==> config.mk <==
export PLATFORM = sky130hd
export DESIGN_NAME = alu_mul_seq
export DESIGN_NICKNAME = d
export VERILOG_FILES = /design/src/rtl/alu_pkg.sv /design/src/rtl/alu_mul_seq.sv
export SDC_FILE = /design/constraint.sdc
export NUM_CORES = 1
export LEC_CHECK = 0
export CORE_AREA = 2 2 152 154
export CTS_CLUSTER_SIZE = 14
export DETAILED_ROUTE_END_ITERATION = 10
export DIE_AREA = 0 0 154 156
export GPL_TIMING_DRIVEN = 0
export PLACE_DENSITY = 0.81
export SETUP_SLACK_MARGIN = 0.05
export SYNTH_ARGS = -nofsm -noshare
export SYNTH_HDL_FRONTEND = slang
export SYNTH_SLANG_ARGS = --single-unit
==> constraint.sdc <==
create_clock -name clk -period 1.8 [get_ports clk]
set_input_delay 0.36 -clock clk [delete_from_list [all_inputs] [get_ports clk]]
set_output_delay 0.36 -clock clk [all_outputs]
set_load 0.01 [all_outputs]
==> src/rtl/alu_pkg.sv <==
// Purpose: shared ALU opcodes and the multiply-sequencer state encoding.
// Latency: n/a (types and constants only).
// Backpressure: n/a.
package alu_pkg;

    localparam logic [3:0] ALU_OP_ADD = 4'b0100;
    localparam logic [3:0] ALU_OP_SUB = 4'b0010;
    localparam logic [3:0] ALU_OP_CMP = 4'b1010;
    localparam logic [3:0] ALU_OP_MOV = 4'b1101;

    typedef enum logic [1:0] {
        MS_IDLE = 2'd0,
        MS_RUN  = 2'd1,
        MS_DONE = 2'd2
    } ms_state_t;

endpackage

==> src/rtl/alu_mul_seq.sv <==
// Purpose: iterative shift-add multiplier that borrows the shared EX-stage ALU (ADD) while busy.
// Latency: WIDTH RUN cycles after the accept cycle, rsp_valid the cycle after (fewer with early termination).
// Backpressure: one request in flight; req_ready low from accept until the product is taken on rsp_ready.
//
// Ports:
//   clk, rst                 single clock, synchronous active-high reset
//   req_valid/req_ready      request handshake carrying req_a (multiplicand), req_b (multiplier)
//   rsp_valid/rsp_ready      response handshake carrying rsp_result = (a*b) mod 2^WIDTH
//   busy                     high in RUN and DONE; EX muxes the ALU inputs to this block while set
//   alu_op1/alu_op2          ALU operands (accumulator, gated multiplicand)
//   alu_opcode/alu_set_cond  constant ADD, flags never written
//   alu_result               combinational ALU sum for the current operands
// Build option: define ALU_MUL_SEQ_EARLY_TERM_EN to leave RUN as soon as the remaining multiplier bits are 0.
module alu_mul_seq
    import alu_pkg::*;
#(
    parameter int WIDTH = 64,
    parameter int CNT_W = $clog2(WIDTH)
) (
    input  logic             clk,
    input  logic             rst,
    input  logic             req_valid,
    output logic             req_ready,
    input  logic [WIDTH-1:0] req_a,
    input  logic [WIDTH-1:0] req_b,
    output logic             rsp_valid,
    input  logic             rsp_ready,
    output logic [WIDTH-1:0] rsp_result,
    output logic             busy,
    output logic [WIDTH-1:0] alu_op1,
    output logic [WIDTH-1:0] alu_op2,
    output logic [3:0]       alu_opcode,
    output logic             alu_set_cond,
    input  logic [WIDTH-1:0] alu_result
);

    localparam logic [CNT_W-1:0] CNT_LAST = CNT_W'(WIDTH - 1);

    ms_state_t        state;
    logic [WIDTH-1:0] acc;
    logic [WIDTH-1:0] mcand;
    logic [WIDTH-1:0] mplr;
    logic [CNT_W-1:0] cnt;
    logic             last_iter;

`ifdef ALU_MUL_SEQ_EARLY_TERM_EN
    // Once the multiplier bits still to be consumed are all zero, further
    // iterations would only add 0, so the accumulator is already final.
    assign last_iter = (cnt == CNT_LAST) || (mplr[WIDTH-1:1] == '0);
`else
    assign last_iter = (cnt == CNT_LAST);
`endif

    // The ALU sums the accumulator with the multiplicand gated by the current
    // multiplier LSB; its carry-out is irrelevant since the product wraps.
    assign alu_op1      = acc;
    assign alu_op2      = mplr[0] ? mcand : '0;
    assign alu_opcode   = ALU_OP_ADD;
    assign alu_set_cond = 1'b0;
    assign rsp_result   = acc;

    always_ff @(posedge clk) begin
        if (rst) begin
            state     <= MS_IDLE;
            acc       <= '0;
            mcand     <= '0;
            mplr      <= '0;
            cnt       <= '0;
            req_ready <= 1'b1;
            rsp_valid <= 1'b0;
            busy      <= 1'b0;
        end else begin
            case (state)
                MS_IDLE: begin
                    if (req_valid) begin
                        acc       <= '0;
                        mcand     <= req_a;
                        mplr      <= req_b;
                        cnt       <= '0;
                        state     <= MS_RUN;
                        req_ready <= 1'b0;
                        busy      <= 1'b1;
                    end
                end
                MS_RUN: begin
                    acc   <= alu_result;
                    mcand <= mcand << 1;
                    mplr  <= mplr >> 1;
                    cnt   <= cnt + 1'b1;
                    if (last_iter) begin
                        state     <= MS_DONE;
                        rsp_valid <= 1'b1;
                    end
                end
                MS_DONE: begin
                    // acc is frozen here, so rsp_result holds until taken.
                    if (rsp_ready) begin
                        state     <= MS_IDLE;
                        rsp_valid <= 1'b0;
                        busy      <= 1'b0;
                        req_ready <= 1'b1;
                    end
                end
                default: begin
                    state     <= MS_IDLE;
                    req_ready <= 1'b1;
                    rsp_valid <= 1'b0;
                    busy      <= 1'b0;
                end
            endcase
        end
    end

endmodule

==> results of run 1 <==
==> sequential cells by signal, summed over array words and instances, names as in the netlist <==
signal and count:
alu_op1 64, mcand 64, mplr 64, cnt 6
state 2, busy 1, req_ready 1, rsp_valid 1
==> Yosys cell counts, types with 3 or more instances <==
master | n | area [µm²]
nor2_1 | 314 | 1179
dfxtp_1 | 203 | 4064
o2bb2ai_1 | 125 | 1095
a211oi_1 | 98 | 735.7
buf_4 | 74 | 555.5
a22oi_1 | 66 | 495.5
and2_1 | 64 | 400.4
clkbuf_1 | 57 | 214.0
buf_2 | 40 | 200.2
a211oi_2 | 30 | 375.4
nor2_2 | 10 | 62.56
buf_1 | 8 | 30.03
a21oi_1 | 6 | 30.03
nor3b_1 | 4 | 30.03
buf_6 | 3 | 33.78
buf_8 | 3 | 45.04
mux2_2 | 3 | 33.78
==> power groups by stage <==
stage	Sequential [W]	Clock [W]	Combinational, W
global placement	0.00516	0	0.00236
floorplan	0.00513	0	0.00125
detailed placement	0.00517	0	0.00240
CTS	0.00509	0.00503	0.00246
finish	0.00510	0.00498	0.00251
global route	0.00514	0.00523	0.00272
==> area by class of cell <==
type / count / share of cell area [%]
clock inverter: 9 / 0.9585
buffer: 185 / 7.751
multi-input combinational: 748 / 31.29
timing repair buffer: 408 / 26.09
antenna: 2 / 0.03305
clock buffer: 30 / 4.371
tap: 285 / 2.355
inverter: 3 / 0.09089
sequential: 203 / 27.06
==> metal layers <==
| metal | part of all wire [%] | vias to the layer above | GRT usage (%) |
|---|---|---|---|
| li1 | - | 4834 | - |
| met1 | 38 | 4737 | 30.90 |
| met2 | 50 | 417 | 48.02 |
| met3 | 7.3 | 75 | 6.389 |
| met4 | 4.5 | 0 | 11.26 |
| met5 | 0 | - | 0 |
==> worst paths after layout <==
kind	from	endpoint	slack, ps	depth (start not counted)
hold / removal	rst	cnt[4]	420	3
setup reg to reg	state[0]	alu_op1[29]	190	7
setup / recovery	mplr[0]	alu_op2[61]	-80	5
hold reg to reg	rsp_valid	rsp_valid	480	2
==> worst min-delay path, delay by kind of cell <==
kind          cells  cell delay, ps
buf+inv           1             170
simple gates      1             190
mux               1             160
==> stage by stage <==
step / hold slack, ps / util [%]
6_report: 415.4 / 67.70
4_1_cts: 395.0 / 67.06
3_5_place_dp: 470.0 / 62.65
5_1_grt: 451.9 / 67.69
2_1_floorplan: 473.6 / -
3_3_place_gp: 462.9 / 62.65
==> kinds of logic (layout without fill, tap and decap cells) <==
logic type | Yosys count | count (layout) | share of synthesized area [%]
other | 2 | 7 | 0.07702
and+or+nand+nor | 406 | 406 | 17.98
AOI/OAI and AO/OA | 333 | 333 | 28.62
muxes | 3 | 3 | 0.3464
adders and majority gates | 1 | 1 | 0.1283
DFF | 203 | 203 | 41.68
buffers and inverters | 188 | 635 | 11.18
==> placed cells by master (no fill, tap or decap), types with 30 or more instances in the layout <==
cell / n
a211oi_2: 30
clkbuf_1: 50
buf_6: 65
a211oi_1: 98
a22oi_1: 66
o2bb2ai_1: 125
buf_4: 75
and2_4: 52
buf_2: 50
nor2_1: 314
clkdlybuf4s50_1: 194
dfxtp_1: 178
dlygate4sd2_1: 131
==> what timing repair did <==
item                                    4_1_cts  5_1_grt
gates cloned                                  7        0
endpoints found under the setup margin      196       94
buffers inserted                             12        0
gates resized for setup                     529       40
==> metrics.txt, run 1 <==
outcome=complete, but fails checks; failing checks=setup timing; Worst-Margin Slew=739.3 ps; post-route ant nets=0; register bit total from synthesis=203; ys async rst share=0%; CP peak stage delay=360 ps; Die Wd=154 µm; Tmin final=1877 ps; multi-input logic area=4738 µm²; area added between synthesis and finish=55.29%; mapped cell area=9751 µm²; final setup fails=16; CP max stage cell=dfxtp_4; input/output buffers=389; EDFF count, synth=0; Clock Latency Late Sink=500 ps; RSZ-0062 raised after global routing=yes; Sw Ratio=25.89%; Cell Area, Placed=14010 µm²; CTS tree=built; chip height=156 µm; layout cells sized above 1=23.39%; via count=10060; post-route design area=15140 µm²; initial antenna violation count=2; final hold violation count=0; P_sw=0.003258 W; Reg area=4098 µm²; vias in the first global route=9822; Fillers=1848; vias per cell=5.373; Slew Limit Headroom=50.71%; sequence of cells on the critical path=clkbuf_16 > buf_8 > buf_6 > and2_4 > buf_6; number of remaining DRC errors=0; maxcap violations=0; worst setup margin=-77.28 ps; setup TNS=-957.6 ps; power per cell area=831.1 nW/µm²; Max Buffers Root-to-Sink=3; total wire length=34.05 mm; hold_buf cts=0; Post-Layout Cell Count=1873; Overflow after GRT=0; wire per inst=18.18 µm; static leakage=6.660 nW; Root Buffer=clkbuf_16; H-tree levels=1; clock share of power=39.6%; core area=22370 µm²; Tot Pwr=0.01258 W; Power Internal=0.009326 W; yosys warns=0; pre-CTS WS=-480.2 ps; dominant synthesized flop cell=dfxtp_1; VDD IR max=0.0006480 V; Max Clock Skew=6.223 ps; Global Route Usage Sum=26.91%; clock-pin transition on the worst setup and hold timing paths=60 ps; final period utilization=104.3%; Seq pwr share=40.5%; Hold Path Class=in -> reg; FP Rows=55; Synth Instances=1136; Worst path most repeated cell=buf_6; Worst Path Buf+Inv=4; family with the most delay on the worst path=buffers and inverters; clk sinks=203; Critical Path Fanout Max=5; largest net degree at the start of global routing=14; 1st-iter DRT viols=591; first-pass GRT wire length=52.35 mm; Worst setup EP type=primary output; Seq/Total Area, Yosys=41.68%; boundary pin count=396; required time worst endpoint=1440 ps; Slew Viols, Final=0; Final nets=1768; number of detailed-route iterations in the first pass=5; Synth cell types=37; full die area=24020 µm²; Syn Area/Cell=8.583 µm²; total CTS buffers=22; Post-DP HPWL=24.76 mm; Cell Count Post-Placement=1813; CP Class=reg -> out; fmax=532.7 MHz; routability cong.=0.8361; Critical Path Source Type=flip-flop; combinational share of power=19.9%; Worst Path Arrival=1520 ps; Initial Utilization=43.60%
No activity file was read; power rests on OpenSTA's default activity.
==> run 2, diff against run 1 <==
--- a/config.mk
+++ b/config.mk
@@ -5,6 +5,7 @@
 export SDC_FILE = /design/constraint.sdc
 export NUM_CORES = 1
 export LEC_CHECK = 0
+export ABC_CLOCK_PERIOD_IN_PS = 1800
 export CORE_AREA = 2 2 152 154
 export CTS_CLUSTER_SIZE = 14
 export DETAILED_ROUTE_END_ITERATION = 10
==> results of run 2 <==
No change in the layout: final DEF, timing and power equal those of run 1.
